===== config.mk =====
export PLATFORM = sky130hd
export DESIGN_NAME = input_coordinate_calc_flat
export DESIGN_NICKNAME = d
export VERILOG_FILES = /design/src/rtl/conv_pkg.sv /design/src/rtl/input_coordinate_calc_if.sv /design/src/rtl/input_coordinate_calc.sv /design/src/flat_wrapper.sv
export SDC_FILE = /design/constraint.sdc
export NUM_CORES = 1
export LEC_CHECK = 0
export BUFFER_PORTS_ARGS = -buffer_cell sky130_fd_sc_hd__buf_2
export CAP_MARGIN = 15
export CORE_AREA = 2 2 75 49
export DETAILED_ROUTE_END_ITERATION = 16
export DIE_AREA = 0 0 77 51
export PLACE_DENSITY = 0.59
export SKIP_LAST_GASP = 1
export SYNTH_ARGS = -nofsm -noshare
export SYNTH_HDL_FRONTEND = slang
export SYNTH_SLANG_ARGS = --single-unit

===== constraint.sdc =====
create_clock -name clk -period 3.19 [get_ports clk]
set_clock_uncertainty 0.1 [all_clocks]
set_input_delay 0.638 -clock clk [delete_from_list [all_inputs] [get_ports clk]]
set_output_delay 0.638 -clock clk [all_outputs]
set_load 0.02 [all_outputs]

===== src/rtl/conv_pkg.sv =====
// Shared coordinate types and default convolution geometry
// for the per-axis input coordinate calculators.
package conv_pkg;

    localparam int DEF_ADDR_WIDTH = 8;
    localparam int DEF_STRIDE     = 1;
    localparam int DEF_PADDING    = 1;
    localparam int DEF_DILATION   = 1;

    typedef logic        [DEF_ADDR_WIDTH-1:0] coord_t;
    typedef logic signed [DEF_ADDR_WIDTH:0]   scoord_t;

endpackage


===== src/rtl/input_coordinate_calc_if.sv =====
// Request/response bundle between the loop counters, the
// coordinate calculator and the operand fetch unit.
interface input_coordinate_calc_if
    import conv_pkg::*;
#(
    parameter int ADDR_WIDTH = DEF_ADDR_WIDTH
);

    logic                         in_valid;
    logic        [ADDR_WIDTH-1:0] output_coord;
    logic        [ADDR_WIDTH-1:0] kernel_coord;
    logic                         out_valid;
    logic signed [ADDR_WIDTH:0]   input_coord;
    logic                         in_bounds;

    modport master (
        output in_valid,
        output output_coord,
        output kernel_coord,
        input  out_valid,
        input  input_coord,
        input  in_bounds
    );

    modport slave (
        input  in_valid,
        input  output_coord,
        input  kernel_coord,
        output out_valid,
        output input_coord,
        output in_bounds
    );

endinterface


===== src/rtl/input_coordinate_calc.sv =====
// One-axis convolution coordinate map:
// in = out*STRIDE + k*DILATION - PADDING, registered once.
module input_coordinate_calc
    import conv_pkg::*;
#(
    parameter int ADDR_WIDTH = DEF_ADDR_WIDTH,
    parameter int STRIDE     = DEF_STRIDE,
    parameter int PADDING    = DEF_PADDING,
    parameter int DILATION   = DEF_DILATION,
    parameter int INPUT_SIZE = 2 ** ADDR_WIDTH
) (
    input  logic                     clk,
    input  logic                     rst,
    input_coordinate_calc_if.slave   bus
);

    // Wide enough for an ADDR_WIDTH operand times any positive
    // 32-bit parameter, plus the sum and the sign.
    localparam int FW = ADDR_WIDTH + 34;

    localparam logic signed [FW-1:0] STRIDE_W = FW'(STRIDE);
    localparam logic signed [FW-1:0] DIL_W    = FW'(DILATION);
    localparam logic signed [FW-1:0] PAD_W    = FW'(PADDING);
    localparam logic signed [FW-1:0] SIZE_W   = FW'(INPUT_SIZE);

    generate
        if (STRIDE < 1) begin : g_bad_stride
            $error("input_coordinate_calc: STRIDE must be >= 1");
        end
        if (DILATION < 1) begin : g_bad_dilation
            $error("input_coordinate_calc: DILATION must be >= 1");
        end
        if (PADDING < 0 || PADDING >= (2 ** ADDR_WIDTH)) begin : g_bad_pad
            $error("input_coordinate_calc: PADDING out of range");
        end
    endgenerate

    logic signed [FW-1:0]     out_w;
    logic signed [FW-1:0]     k_w;
    logic signed [FW-1:0]     full;
    logic                     full_in_bounds;
    logic signed [ADDR_WIDTH:0] full_trunc;

    // Full-precision multiply-add; bounds judged before truncation.
    always_comb begin
        out_w          = FW'(bus.output_coord);
        k_w            = FW'(bus.kernel_coord);
        full           = out_w * STRIDE_W + k_w * DIL_W - PAD_W;
        full_in_bounds = !full[FW-1] && (full < SIZE_W);
        full_trunc     = full[ADDR_WIDTH:0];
    end

    // Single result register; data holds when no new request.
    always_ff @(posedge clk) begin
        if (rst) begin
            bus.out_valid   <= 1'b0;
            bus.input_coord <= '0;
            bus.in_bounds   <= 1'b0;
        end else begin
            bus.out_valid <= bus.in_valid;
            if (bus.in_valid) begin
                bus.input_coord <= full_trunc;
                bus.in_bounds   <= full_in_bounds;
            end
        end
    end

endmodule


===== src/flat_wrapper.sv =====
// flat-port wrapper written by rule: the top's interface ports become plain ports
module input_coordinate_calc_flat import conv_pkg::*;
#(
    parameter int ADDR_WIDTH = DEF_ADDR_WIDTH,
    parameter int STRIDE     = DEF_STRIDE,
    parameter int PADDING    = DEF_PADDING,
    parameter int DILATION   = DEF_DILATION,
    parameter int INPUT_SIZE = 2 ** ADDR_WIDTH
)
  (clk, rst, bus_in_valid, bus_output_coord, bus_kernel_coord, bus_out_valid, bus_input_coord, bus_in_bounds);
  input_coordinate_calc_if #(.ADDR_WIDTH(ADDR_WIDTH)) bus_i ();
  input  logic clk;
  input  logic rst;
  input wire logic [$bits(bus_i.in_valid)-1:0] bus_in_valid;
  input wire logic [$bits(bus_i.output_coord)-1:0] bus_output_coord;
  input wire logic [$bits(bus_i.kernel_coord)-1:0] bus_kernel_coord;
  output wire logic [$bits(bus_i.out_valid)-1:0] bus_out_valid;
  output wire logic [$bits(bus_i.input_coord)-1:0] bus_input_coord;
  output wire logic [$bits(bus_i.in_bounds)-1:0] bus_in_bounds;
  assign bus_i.in_valid = bus_in_valid;
  assign bus_i.output_coord = bus_output_coord;
  assign bus_i.kernel_coord = bus_kernel_coord;
  assign bus_out_valid = bus_i.out_valid;
  assign bus_input_coord = bus_i.input_coord;
  assign bus_in_bounds = bus_i.in_bounds;
  input_coordinate_calc #(.ADDR_WIDTH(ADDR_WIDTH), .STRIDE(STRIDE), .PADDING(PADDING), .DILATION(DILATION), .INPUT_SIZE(INPUT_SIZE)) u_core (.clk(clk), .rst(rst), .bus(bus_i));
endmodule

# Word-level counts from Yosys, hierarchy flattened
# Cells that the tools add are included.
[totals]
register_bits = 11
output_inout_bits = 11
[op_classes]
n_addsub = 2
magnitude_cmp = 1
n_reduce_logical = 2
[ops]
columns = ["operator", "n"]
rows = [
  ["42-bit by 10-bit < comparator with 1-bit output (second input constant)", 1],
  ["42-bit by 2-bit subtractor with 42-bit output (second input constant)", 1],
  ["8-bit by 8-bit adder with 9-bit output", 1],
  ["1-bit logical AND", 1],
  ["1-bit logical NOT", 1],
]

# Depth between registers and ports, before layout
[logic_depth]
ltp_word = 4
mapped_depth = 10

# Worst setup path after synthesis
# Ideal clock, no wire load.
[synth_timing]
path_type = "in2reg"
from = "in bus_kernel_coord[0]"
to = "reg u_core.bus.in_bounds"
setup_ns = 0.095
arrival_ns = 2.802
slack_ns = 0.193
cell_stages = 10
path_buffers = 0
path_cell_list = "ha_1 > fa_1 > a211oi_2 > nor2_1 > nor2_1 > nor4_4 > and3_2 > ha_1 > nand3b_1 > a221oi_1"
[synth_via]
elab_chain_cells = 4
[synth_lines]
columns = ["element", "line", "rtl"]
rows = [
  ["start: declaration", "flat_wrapper.sv:16", "input wire logic [$bits(bus_i.kernel_coord)-1:0] bus_kernel_coord;"],
  ["8-bit by 8-bit adder with 9-bit output *", "input_coordinate_calc.sv:48", "full = out_w * STRIDE_W + k_w * DIL_W - PAD_W;"],
  ["42-bit by 2-bit subtractor with 42-bit output *", "input_coordinate_calc.sv:48", ""],
  ["42-bit by 10-bit < comparator with 1-bit output or 1-bit logical NOT (tied branches)", "input_coordinate_calc.sv:49", "full_in_bounds = !full[FW-1] && (full < SIZE_W);"],
  ["1-bit logical AND *", "input_coordinate_calc.sv:49", ""],
  ["end signal: assignment", "input_coordinate_calc.sv:63", "bus.in_bounds <= full_in_bounds;"],
  ["end: declaration", "input_coordinate_calc_if.sv:31", "output in_bounds"],
]
# Mark *: on every way between the ends. The rest lies on a longest branch, timed or not.
# A chain may end at the register's enable or synchronous reset.

# Worst setup path in the final report
# Same ends and word-level chain as after synthesis.

==> metrics.md <==
| Metric | Value |
|---|---|
| Status | `complete, no violations` |
| Most frequent cells in the layout | `29 x buf_2, 17 x nor2_1, 11 x dfxtp_1` |
| Post-synthesis cell area | `931 um^2` |
| Flops & latches, synth | `11` |
| Core ar. | `roughly 3400 um^2` |
| Clk pin slew, worst setup/hold paths | `about 0.050 ns` |
| Synth area leaders | `dfxtp_1 24%, ha_1 13%, nor2_1 6.9%` |
| Sequence of cells on the critical path | `buf_2 -> ha_1 -> fa_1 -> a211oi_2 -> buf_4 -> o211ai_1 -> nor3b_2 -> and3_2 -> ha_1 -> nand3b_1 -> a221oi_1` |
| Port bufs | `29` |
| Num CTS Buffers | `3` |
| Fmax | `between 0.3 and 0.4 GHz` |
| Non-Filler Instances | `between 150 and 200` |
| WL/cell | `between 10 and 15 um` |
| Peak VDD IR | `roughly 200 uV` |
| Pin count of the biggest net entering global routing | `18` |
| TritonRoute pass-1 iters | `4` |
| R2R Setup Slk | `around 1.9 ns` |
| GRT Total Usage | `between 10% and 20%` |
| Sequential element share of the synthesized area | `a little under a quarter` |
| Crit path kind | `in2reg` |
| Placed Area | `about 1100 um^2` |
| Synth Net Count | `about 140` |
| Post-Syn Area per Cell | `8.78 um^2` |
| Num Clock Sinks | `11` |
| ANT cells | `0` |
| Total wire length | `between 1.5 and 2 mm` |
| CTS max path bufs | `2` |
| Initial antenna violation count | `0` |
| Row Count | `17` |
| Layout area overhead | `26.6%` |
| Max-cap violations | `0` |
| Clock latency on the worst-skew pair | `approximately 0.24 ns` |
| DRC Markers | `0` |
| Worst Tran Pin Value | `about 0.44 ns` |
| Reg2reg start | `u_core.bus.in_bounds$_SDFFE_PP0P_` |
| CP endpoint kind | `flop` |
| Final nets | `approximately 170` |
| Fin crit share | `91.0%` |
| Worst hold path class | `reg2reg` |
| Slew headroom | `70.6%` |
| Library cells used by synthesis | `40` |
| Syn Inst Count | `106` |
| Unrepaired setup endpoints after global routing | `false` |
| Post-CTS Hold Buffers | `0` |
| Pwr per Cell Area | `421 nW/um^2` |
| Share of layout cells above drive strength 1 | `between 30% and 40%` |
| Vias per cell | `~4.6` |
| Die Y | `approximately 50 um` |
| Top-area cell type share of the netlist area | `about a quarter` |
| First-pass GRT wire length | `approximately 3.4 mm` |
| Clk root buf | `clkbuf_8` |
| Footprint of the multi-input gates | `around 670 um^2` |
| Post-Route Utilization | `between 30% and 40%` |
| Worst path required time | `between 3 and 4 ns` |
| Hold_sp | `u_core.bus.input_coord[8]$_SDFFE_PP0P_` |
| Post-Layout Inst Area | `approximately 1200 um^2` |
| H-tree levels | `1` |
| Fill cell total of the finished layout | `373` |
| GP Congestion | `roughly 0.75` |
| Most frequent cell on the critical path | `ha_1` |
| Yosys top cell by area | `dfxtp_1` |
| Hold Vio Cnt, Final | `0` |
| Grt ovf | `0` |
| Bufs and invs on worst path | `2` |
| Yosys warnings | `0` |
| Register area | `~220 um^2` |
| Slowest cell delay on critical path | `around 0.43 ns` |
| Vias in the first global route | `785` |
| Worst setup path start | `bus_kernel_coord[0]` |
| Startpoint Class | `primary input` |
| Commonest non-fill, non-tap cell in the layout | `buf_2` |
| CTS tree | `done` |
| Total die area | `between 3000 and 4000 um^2` |
| Largest delay contributor family on the critical path | `adder cells` |
| Crit path time final | `2.90 ns` |
| Max-slew violations | `0` |
| Post-cts resize count | `0` |
| Crit-path slowest cell | `fa_1` |
| Die width | `~77 um` |
| Detailed Route Iter0 Violations | `40` |
| Cells after DPL | `~180` |
| Crit path max fanout | `4` |
| Leakage Power | `0.543 nW` |
| Overall power | `between 400 and 500 uW` |
| Setup_tns | `0 ns` |
| # setup viols final | `0` |
| Critical path arrival | `2.95 ns` |
| Post-CTS setup buffer count | `0` |
| Antenna Nets Post-Route | `0` |
| Dpl hpwl | `~1.6 mm` |
| Initial core utilization | `27.7%` |
| Total number of vias | `851` |
| Io pins | `30` |
[cells by family (layout without fill, tap and decap cells)]
| family | Yosys count | in the layout | share of synthesized area, % |
|---|---|---|---|
| compound gates | 31 | 31 | 25.8 |
| xor+xnor | 7 | 7 | 6.59 |
| fa+ha+maj | 11 | 11 | 15.6 |
| buf+inv | 9 | 41 | 4.57 |
| flops | 11 | 11 | 23.7 |
| mux | 2 | 2 | 2.15 |
| simple gates | 35 | 35 | 21.6 |
[path summary, 6_finish.rpt]
| path | end | cells after the start |
|---|---|---|
| setup / recovery | u_core.bus.in_bounds$_SDFFE_PP0P_ | 11 |
| setup reg to reg | u_core.bus.in_bounds$_SDFFE_PP0P_ | 4 |
| hold reg to reg | u_core.bus.input_coord[8]$_SDFFE_PP0P_ | 2 |
| hold / removal | u_core.bus.input_coord[8]$_SDFFE_PP0P_ | 2 |
[routing by layer]
| layer | track usage (%) | wire, um | vias to the layer above |
|---|---|---|---|
| met3 | 4.42 | 119 | 0 |
| met2 | 16.7 | 792 | 15 |
| met4 | 1.79 | 0 | 0 |
| met1 | 13.6 | 1010 | 384 |
| met5 | 0 | 0 | - |
| li1 | - | - | 452 |
[state kept, by name (all words and copies together) (netlist names)]
name and flops:
u_core.bus.input_coord 9, u_core.bus.in_bounds 1, u_core.bus.out_valid 1
[synthesized netlist by cell type]
library cell  instances
nand2b_1              1
or3b_2                1
buf_2                 1
a311o_2               1
a211oi_2              2
o21ai_1               1
nor4_1                1
nand2_1               4
mux2i_1               2
nor2_2                1
a21oi_1               4
clkbuf_1              2
and3_2                1
nand3b_1              1
xnor2_1               5
and4b_1               1
inv_1                 5
buf_6                 1
nor3_1                1
a41oi_1               1
fa_1                  1
dfxtp_1              11
xor2_1                2
o21ba_2               2
ha_1                 10
o211ai_1              2
or3_1                 1
nor3b_2               2
nor2_1               17
o21a_1                2
nor4_4                1
o221ai_1              2
or2_2                 1
a211oi_1              5
a311oi_1              1
a21o_1                1
and2_1                1
a221oi_1              1
o211a_1               2
o21ai_0               4
[power by group]
part	internal [mW]	leakage, nW	switching, mW
Sequential	0.152	0.0914	0.00617
Combinational	0.0885	0.429	0.111
Clock	0.0876	0.0228	0.0502
Total	0.328	0.543	0.168
[worst register-to-register path, delay by kind of cell, from the launching register on]
family	cells	cell delay (ns)
AOI/OAI and AO/OA	2	0.44
and+or+nand+nor	2	0.33
DFF	1	0.33
[final cells by class]
| class | count | share of cell area, % |
|---|---|---|
| flip-flops and latches | 11 | 18.7 |
| well taps | 47 | 4.99 |
| inverters | 5 | 1.59 |
| repair buffers | 32 | 14.2 |
| clock buffers | 4 | 3.82 |
| multi-input cells | 86 | 56.7 |
[per-stage QoR]
step	setup slack [ns]	hold WS, ns
6_report	0.286	0.375
5_1_grt	0.0857	0.406
4_1_cts	0.294	0.384
3_5_place_dp	0.0629	0.377
3_3_place_gp	0.0814	0.365
2_1_floorplan	0.193	0.451
No activity file was read; power rests on OpenSTA's default activity.
